**src/rtl/tap_counter_pkg.sv**
```systemverilog
`default_nettype none
// +----------------------------------------------------------------------+
// | tap_counter_pkg: shared BCD type and 7-segment decode for the tap     |
// | counter display.                    Revision: 1.0                      |
// +----------------------------------------------------------------------+
package tap_counter_pkg;

  typedef logic [3:0] bcd_t;

  localparam logic [8:0] SEG_BLANK = 9'h000;

  // Common-cathode g..a patterns for digits 0..9; bits [8:7] are unused.
  localparam logic [0:9][8:0] SEG_CODE = '{
    9'h03f, 9'h006, 9'h05b, 9'h04f, 9'h066,
    9'h06d, 9'h07d, 9'h007, 9'h07f, 9'h06f
  };

  function automatic logic [8:0] seg_decode(input bcd_t d);
    logic [8:0] code;
    code = SEG_BLANK;
    for (int k = 0; k < 10; k++) begin
      if (d == 4'(k)) code = SEG_CODE[k];
    end
    return code;
  endfunction

endpackage
`default_nettype wire

```
**src/rtl/tap_debounce.sv**
```systemverilog
`default_nettype none
// +----------------------------------------------------------------------+
// | tap_debounce: synchroniser, debounce counter and rising-edge pulse   |
// | for a raw push-button level.        Revision: 1.0                      |
// +----------------------------------------------------------------------+
module tap_debounce #(
  parameter int SYNC_STAGES     = 2,
  parameter int DEBOUNCE_CYCLES = 240000
) (
  input  logic clk,
  input  logic rst,
  input  logic din,
  output logic level,
  output logic rise_pulse
);

  localparam int            CW   = $clog2(DEBOUNCE_CYCLES);
  localparam logic [CW-1:0] LAST = CW'(DEBOUNCE_CYCLES - 1);

  logic [SYNC_STAGES-1:0] sync;
  logic [CW-1:0]          cnt;
  logic                   synced;

  assign synced = sync[SYNC_STAGES-1];

  always_ff @(posedge clk) begin
    if (rst) begin
      sync       <= '0;
      cnt        <= '0;
      level      <= 1'b0;
      rise_pulse <= 1'b0;
    end else begin
      sync       <= {sync[SYNC_STAGES-2:0], din};
      rise_pulse <= 1'b0;
      if (synced == level) begin
        cnt <= '0;
      end else if (cnt == LAST) begin
        // Pulse coincides with the first cycle the accepted level is high.
        level      <= ~level;
        cnt        <= '0;
        rise_pulse <= ~level;
      end else begin
        cnt <= cnt + 1'b1;
      end
    end
  end

endmodule
`default_nettype wire

```
**src/rtl/tap_counter_display.sv**
```systemverilog
`default_nettype none
// +----------------------------------------------------------------------+
// | tap_counter_display: debounced tap drives an N-digit BCD up/down     |
// | counter with registered 7-segment outputs.   Revision: 1.0           |
// +----------------------------------------------------------------------+
module tap_counter_display
  import tap_counter_pkg::*;
#(
  parameter int DIGITS          = 2,
  parameter int DEBOUNCE_CYCLES = 240000,
  parameter int WRAP            = 1,
  parameter int BLANK_LZ        = 0
) (
  input  logic                  clk,
  input  logic                  rst,
  input  logic                  tap,
  input  logic                  dir,
  input  logic                  clr,
  output logic [4*DIGITS-1:0]   count_bcd,
  output logic                  limit,
  output logic [9*DIGITS-1:0]   seg
);

  logic                 level;
  logic                 step;
  logic                 unused_level;
  logic [4*DIGITS-1:0]  inc_val;
  logic [4*DIGITS-1:0]  dec_val;
  logic                 all_nine;
  logic                 all_zero;
  logic                 at_limit;
  logic [4*DIGITS-1:0]  next_cnt;
  logic                 next_limit;
  logic [DIGITS-1:0]    blank;
  bcd_t                 d;
  logic                 zero_above;

  tap_debounce #(
    .SYNC_STAGES     (2),
    .DEBOUNCE_CYCLES (DEBOUNCE_CYCLES)
  ) u_debounce (
    .clk        (clk),
    .rst        (rst),
    .din        (tap),
    .level      (level),
    .rise_pulse (step)
  );

  assign unused_level = level;

  // Ripple carry/borrow through all digits; the final carry/borrow flags a limit.
  always_comb begin
    inc_val  = count_bcd;
    dec_val  = count_bcd;
    all_nine = 1'b1;
    all_zero = 1'b1;
    d        = '0;
    for (int i = 0; i < DIGITS; i++) begin
      d = count_bcd[4*i +: 4];
      if (all_nine) begin
        if (d == 4'd9) begin
          inc_val[4*i +: 4] = 4'd0;
        end else begin
          inc_val[4*i +: 4] = d + 4'd1;
          all_nine          = 1'b0;
        end
      end
      if (all_zero) begin
        if (d == 4'd0) begin
          dec_val[4*i +: 4] = 4'd9;
        end else begin
          dec_val[4*i +: 4] = d - 4'd1;
          all_zero          = 1'b0;
        end
      end
    end
  end

  assign at_limit = dir ? all_zero : all_nine;

  always_comb begin
    next_cnt   = count_bcd;
    next_limit = 1'b0;
    if (clr) begin
      next_cnt = '0;
    end else if (step) begin
      next_limit = at_limit;
      if (!at_limit || (WRAP != 0)) begin
        next_cnt = dir ? dec_val : inc_val;
      end
    end
  end

  always_ff @(posedge clk) begin
    if (rst) begin
      count_bcd <= '0;
      limit     <= 1'b0;
    end else begin
      count_bcd <= next_cnt;
      limit     <= next_limit;
    end
  end

  // A digit above 0 blanks when it and every higher digit are zero.
  always_comb begin
    blank      = '0;
    zero_above = 1'b1;
    for (int i = DIGITS - 1; i >= 0; i--) begin
      zero_above = zero_above && (count_bcd[4*i +: 4] == 4'd0);
      blank[i]   = (BLANK_LZ != 0) && (i > 0) && zero_above;
    end
  end

  for (genvar i = 0; i < DIGITS; i++) begin : g_digit
    localparam logic [8:0] RST_SEG = ((BLANK_LZ != 0) && (i > 0)) ? SEG_BLANK : SEG_CODE[0];

    always_ff @(posedge clk) begin
      if (rst) begin
        seg[9*i +: 9] <= RST_SEG;
      end else begin
        seg[9*i +: 9] <= blank[i] ? SEG_BLANK : seg_decode(count_bcd[4*i +: 4]);
      end
    end
  end

endmodule
`default_nettype wire

```
**config.mk**
```make
export PLATFORM = sky130hd
export DESIGN_NAME = tap_counter_display
export DESIGN_NICKNAME = d
export VERILOG_FILES = /design/src/rtl/tap_counter_pkg.sv /design/src/rtl/tap_debounce.sv /design/src/rtl/tap_counter_display.sv
export SDC_FILE = /design/constraint.sdc
export NUM_CORES = 1
export LEC_CHECK = 0
export ABC_AREA = 1
export ABC_CLOCK_PERIOD_IN_PS = 3700
export BUFFER_PORTS_ARGS = -buffer_cell sky130_fd_sc_hd__buf_4
export CORE_MARGIN = 2
export CORE_UTILIZATION = 57
export DETAILED_ROUTE_END_ITERATION = 6
export PLACE_DENSITY_LB_ADDON = 0.25
export SYNTH_ARGS = -nofsm -noshare
export SYNTH_HDL_FRONTEND = slang
export SYNTH_HIERARCHICAL = 1
export SYNTH_SLANG_ARGS = --single-unit
```
**constraint.sdc**
```tcl
create_clock -name clk -period 3.7 [get_ports clk]
set_input_delay 0.74 -clock clk [delete_from_list [all_inputs] [get_ports clk]]
set_output_delay 0.74 -clock clk [all_outputs]
set_load 0.02 [all_outputs]
```
# --- After elaboration in Yosys (flattened, before gate mapping) ---
# Index checks and enable logic that the tools add are counted.
totals:
  regBits: 49
  latch_bits: 0
  ram_bits: 0
  mem_bits_ro: 0
  in_bits: 5
  output_inout_bits: 27
  word_cells: 102
  n_memories: 0
classes:
  n_addsub: 5
  n_mul: 0
  div: 0
  n_lt_le_gt_ge: 0
  n_eq_ne: 21
  n_shift: 0
  muxes: 34
  bitwise_logic: 4
  reduce_logical: 19
ops:
  columns: ["operator", "n"]
  rows:
  - ["$mux 7", 18]
  - ["$eq 4x3->1 const B", 8]
  - ["$mux 4", 6]
  - ["$reduce_or 10->1", 2]
  - ["$add 18x1->18 const B", 1]
  - ["$eq 18x18->1 const B", 1]
  - ["$eq 4x2->1 const B", 4]
  - ["$eq 4x4->1 const B", 4]
  - ["$reduce_or 8->1", 2]
  - ["$reduce_or 3->1", 5]
  - ["$mux 6", 2]
  - ["$reduce_or 6->1", 2]
  - ["$add 4x1->4 const B", 2]
  - ["$eq 4x1->1 const B", 2]
  - ["$logic_not 4->1", 2]
  - ["$mux 8", 1]
  - ["$reduce_or 4->1", 2]
  - ["$sub 4x1->4 const B", 2]
  - ["$mux 1", 7]
  - ["$not 1->1", 4]
  - ["$reduce_and 3->1", 1]
  - ["$ne 2x1->1 const B", 1]
  - ["$reduce_and 2->1", 1]
  - ["$reduce_bool 2->1", 1]
  - ["2 further kinds", 2]

# --- Depth between registers and ports, before layout ---
logic_depth:
  depth_word: 11
  depth_mapped: 9
  mapped_depth_nobuf: 9

# --- Modules after synthesis ---
# Netlist, hierarchy kept.
by_module_without_submodules:
  columns: ["module", "n_inst", "cells_per_inst", "area_per_inst_um2", "seq_area_each_um2"]
  rows:
  - ["tap_counter_display", 1, 175, 1179.9, 460.4]
  - ["tap_debounce", 1, 153, 1068.5, 440.4]

# --- Worst setup path before layout ---
# Ideal clock, no wire load.
synth_timing:
  path_type: "input-to-reg"
  from: "input port dir"
  to: "register count_bcd[6]"
  setup_time_ps: 110
  arrival_ps: 1433
  required_time_ps: 3590
  setup_slack_ps: 2158
  path_stages: 7
  path_buffers: 1
  cell_sequence: "buf_2 -> inv_1 -> nand3_2 -> a21oi_1 -> nand2_1 -> nand2_1 -> nor2_1"
synth_via:
  elab_chain_cells: 2
  elab_cells_between_ends: 4
  classes_between: "eq/ne (1); mux (1); reduce/logical (2)"
synth_rtl:
  columns: ["item", "line_no", "source"]
  rows:
  - ["start, declared", "tap_counter_display.sv:17", "input logic dir,"]
  - ["$ne 2x1->1 (no line) or $reduce_bool 2->1 (tied branches)", null, null]
  - ["$reduce_and 3->1 (no line)", null, null]
  - ["end signal, assigned", "tap_counter_display.sv:99", "count_bcd <= next_cnt;"]
  - ["end, declared", "tap_counter_display.sv:19", "output logic [4*DIGITS-1:0] count_bcd,"]
# Several ways; a longest one is shown, not always the timed one.
# A chain may end at the register's enable or synchronous reset.

# --- Worst setup path in the final report ---
layout_timing:
  from: "register count_bcd[2]"
  to: "output port count_bcd[2]"
# No word-level cell between the ends.

==> impl_metrics.toml <==
[cts]
clock_sinks = 45
cts_tree = "built"
max-clock-path-buffers = 2
cts_buffers = 5
cts_root_buf = "clkbuf_8"
worstSkewPairLatency_ns = 0.31
path_clk_slew_ns = 0.08
cts_setup_buffers = 0
ctsResizeCount = 0
holdBufCountCts = 0
cts_htree_levels = 2

[sta]
fin_crit_sh_pct = 51.0
setup_violations = 0
relSlewSlack_pct = 66.5
hold_viol = 0
worst_pin_slew_ns = 0.501
layout_min_cycle_time_ns = 1.89
rsz0062_at_grt = "false"
fin_skew_ns = 0.0125
max_clock_freq_mhz = 530
final.setup.tns_ns = 0
maxSlewViolCount = 0

[grt]
grt_max_degree = 19
antenna_found_initial = 0
first_global_vias = 1941
grt_usage_pct = 24.1
grt_pass1_wl_mm = 8.09
grt_remaining_overflow = 0

[yosys]
synth_top_area_share_pct = 40.1
synth.area.top_cells = "dfxtp_1 (40%), nand2_1 (14%), nor2_1 (9.3%)"
synth.yosys.seq_area_share_pct = 40.1
synth-warning-count = 6
synth_area_sq_um = 2250
synth_cell_types = 32
yosys_register_bits = 45
syn_inst = 328
yosysTopAreaCell = "dfxtp_1"
avgSynthCellArea_sq_um = 6.85

[floorplanning]
die_x_um = 66.8
coreArea_sq_um = 3720
ioPinCount = 32
num_rows = 22
initial_core_util_pct = 60.5
floorplan.die_area_sq_um = 4460
fp.dieH_um = 66.8

[setup_path]
setup.worst_path.start_class = "flip-flop"
worst_path_max_delay_cell = "dfxtp_1"
path_buf_inv = 1
worstSetupPathType = "reg2out"
reg2reg_from = "u_debounce/cnt[0]"
worstPathRequired_ns = 2.96
critPathMaxFanout = 12
r2r_slack_ns = 2.20
path_cells = "buf_4"
r2r_cells = 5
r2r-end = "u_debounce/rise_pulse"
worstPathArrival_ns = 1.15
slowest_delay_ns = 0.61
end_kind = "output pin"
crit_family = "flip-flops"

[final_layout]
syn2layout_area_growth_pct = 14.0
finalNetCount = 360
n_antenna_cell = 0
finish.instance_area_sq_um = 2560
drive_above_1_share_pct = 15.8
layout_commonest_cell = "nand2_1"
layout_common_cells = "nand2_1 (81), nor2_1 (56), dfxtp_1 (45)"

[place]
dp_hpwl_mm = 3.53
place.gp.congestion = 0.993
port_buffers = 27
dpl-instance-area_sq_um = 2440

[routing]
wirelength_mm = 4.96
avgRoutedWirePerCell_um = 12.3
viasPerCell = 5.43
drt_iter0_markers = 210
first_pass_iters = 5
vias = 2188
drc = 0
ant_nets = 0

[worst_hold_path]
hold_end = "u_debounce/sync[1]"
min_path_type = "reg2reg"
hp-start = "u_debounce/sync[0]"
whs_path_depth = 2

[pwr]
power_density_nw_per_um2 = 351
peakVddDrop_v = 0.000278
leakage_uw = 0.00101

[run]
maxCapViolations = 0

[status]
status = "complete, no violations"
synth_stat cells:
cell type  number
a21oi_1        12
a22oi_1         3
a31oi_1         2
a31oi_2         1
buf_2           2
buf_4           7
buf_6           1
clkbuf_2        1
conb_1          1
dfxtp_1        45
ha_1            1
inv_1          32
inv_2           5
nand2_1        81
nand2_2         3
nand2_4         1
nand3_1        21
nand3_2         3
nand3b_1        1
nand4_1         7
nor2_1         56
nor2_2          4
nor2_4          1
nor3_1          3
nor3_2          1
o211ai_1        3
o21ai_0        15
o21ai_1         2
o22ai_1         1
or2_2           2
xnor2_1         3
xor2_1          7
power by group:
group / switching (uW) / internal, uW
Combinational: 18.8 / 8.35
Clock: 168 / 219
Sequential: 0.754 / 485
logic make-up (layout without fill, tap and decap cells):
kind of cell             Yosys count  after routing  share of synthesized area [%]
buffers and inverters             48             72                           9.68
other                              1              4                          0.167
XOR/XNOR                          10             10                           3.90
flip-flops                        45             45                           40.1
AO/OA/AOI/OAI                     39             39                           9.85
AND/OR/NAND/NOR                  184            184                           35.8
adder cells (fa/ha/maj)            1              1                          0.556
routing by layer:
layer | routed length [um] | up-vias | GRT usage, %
met5 | 0 | - | 0
met4 | 70 | 0 | 9.95
met3 | 319 | 10 | 5.57
met2 | 2440 | 94 | 40.1
met1 | 2130 | 990 | 29.7
li1 | - | 1094 | -
worst max path at each step:
stage	slack (ns)	from	endpoint	depth (start not counted)
after floorplan	2.16	dir	count_bcd[6]	7
after global placement	2.06	rst	count_bcd[3]	6
after detailed placement	2.03	rst	count_bcd[3]	6
after CTS	1.81	count_bcd[2]	count_bcd[2]	1
after global routing	1.76	count_bcd[2]	count_bcd[2]	1
final	1.81	count_bcd[2]	count_bcd[2]	1
metrics by stage:
| step | power [uW] | cells | utilization, % | hold WS (ns) | worst slack, ns |
|---|---|---|---|---|---|
| 3_3_place_gp | 523 | 395 | 65.8 | 0.399 | 2.06 |
| 4_1_cts | 905 | 403 | 69.0 | 0.425 | 1.81 |
| 5_1_grt | 927 | 403 | 69.0 | 0.436 | 1.76 |
| 6_report | 900 | 403 | 69.0 | 0.416 | 1.81 |
| 3_5_place_dp | 524 | 395 | 65.8 | 0.412 | 2.03 |
| 2_1_floorplan | 520 | 331 | - | 0.388 | 2.16 |
sequential cells by signal, summed over array words and instances, names as in the netlist:
name and count:
limit 1, count_bcd 8, u_debounce/sync 2, u_debounce/rise_pulse 1, u_debounce/level 1, seg 14
u_debounce/cnt 18
area by class of cell:
| cell class | count | area [sq um] |
|---|---|---|
| Multi-Input combinational cell | 238 | 1140 |
| Sequential cell | 45 | 901 |
| Inverter | 37 | 139 |
| Fill cell | 317 | 1150 |
| Clock inverter | 2 | 37.5 |
| Timing Repair Buffer | 27 | 203 |
| Clock buffer | 6 | 82.6 |
| Tap cell | 48 | 60.1 |
No activity file was read; power rests on OpenSTA's default activity.
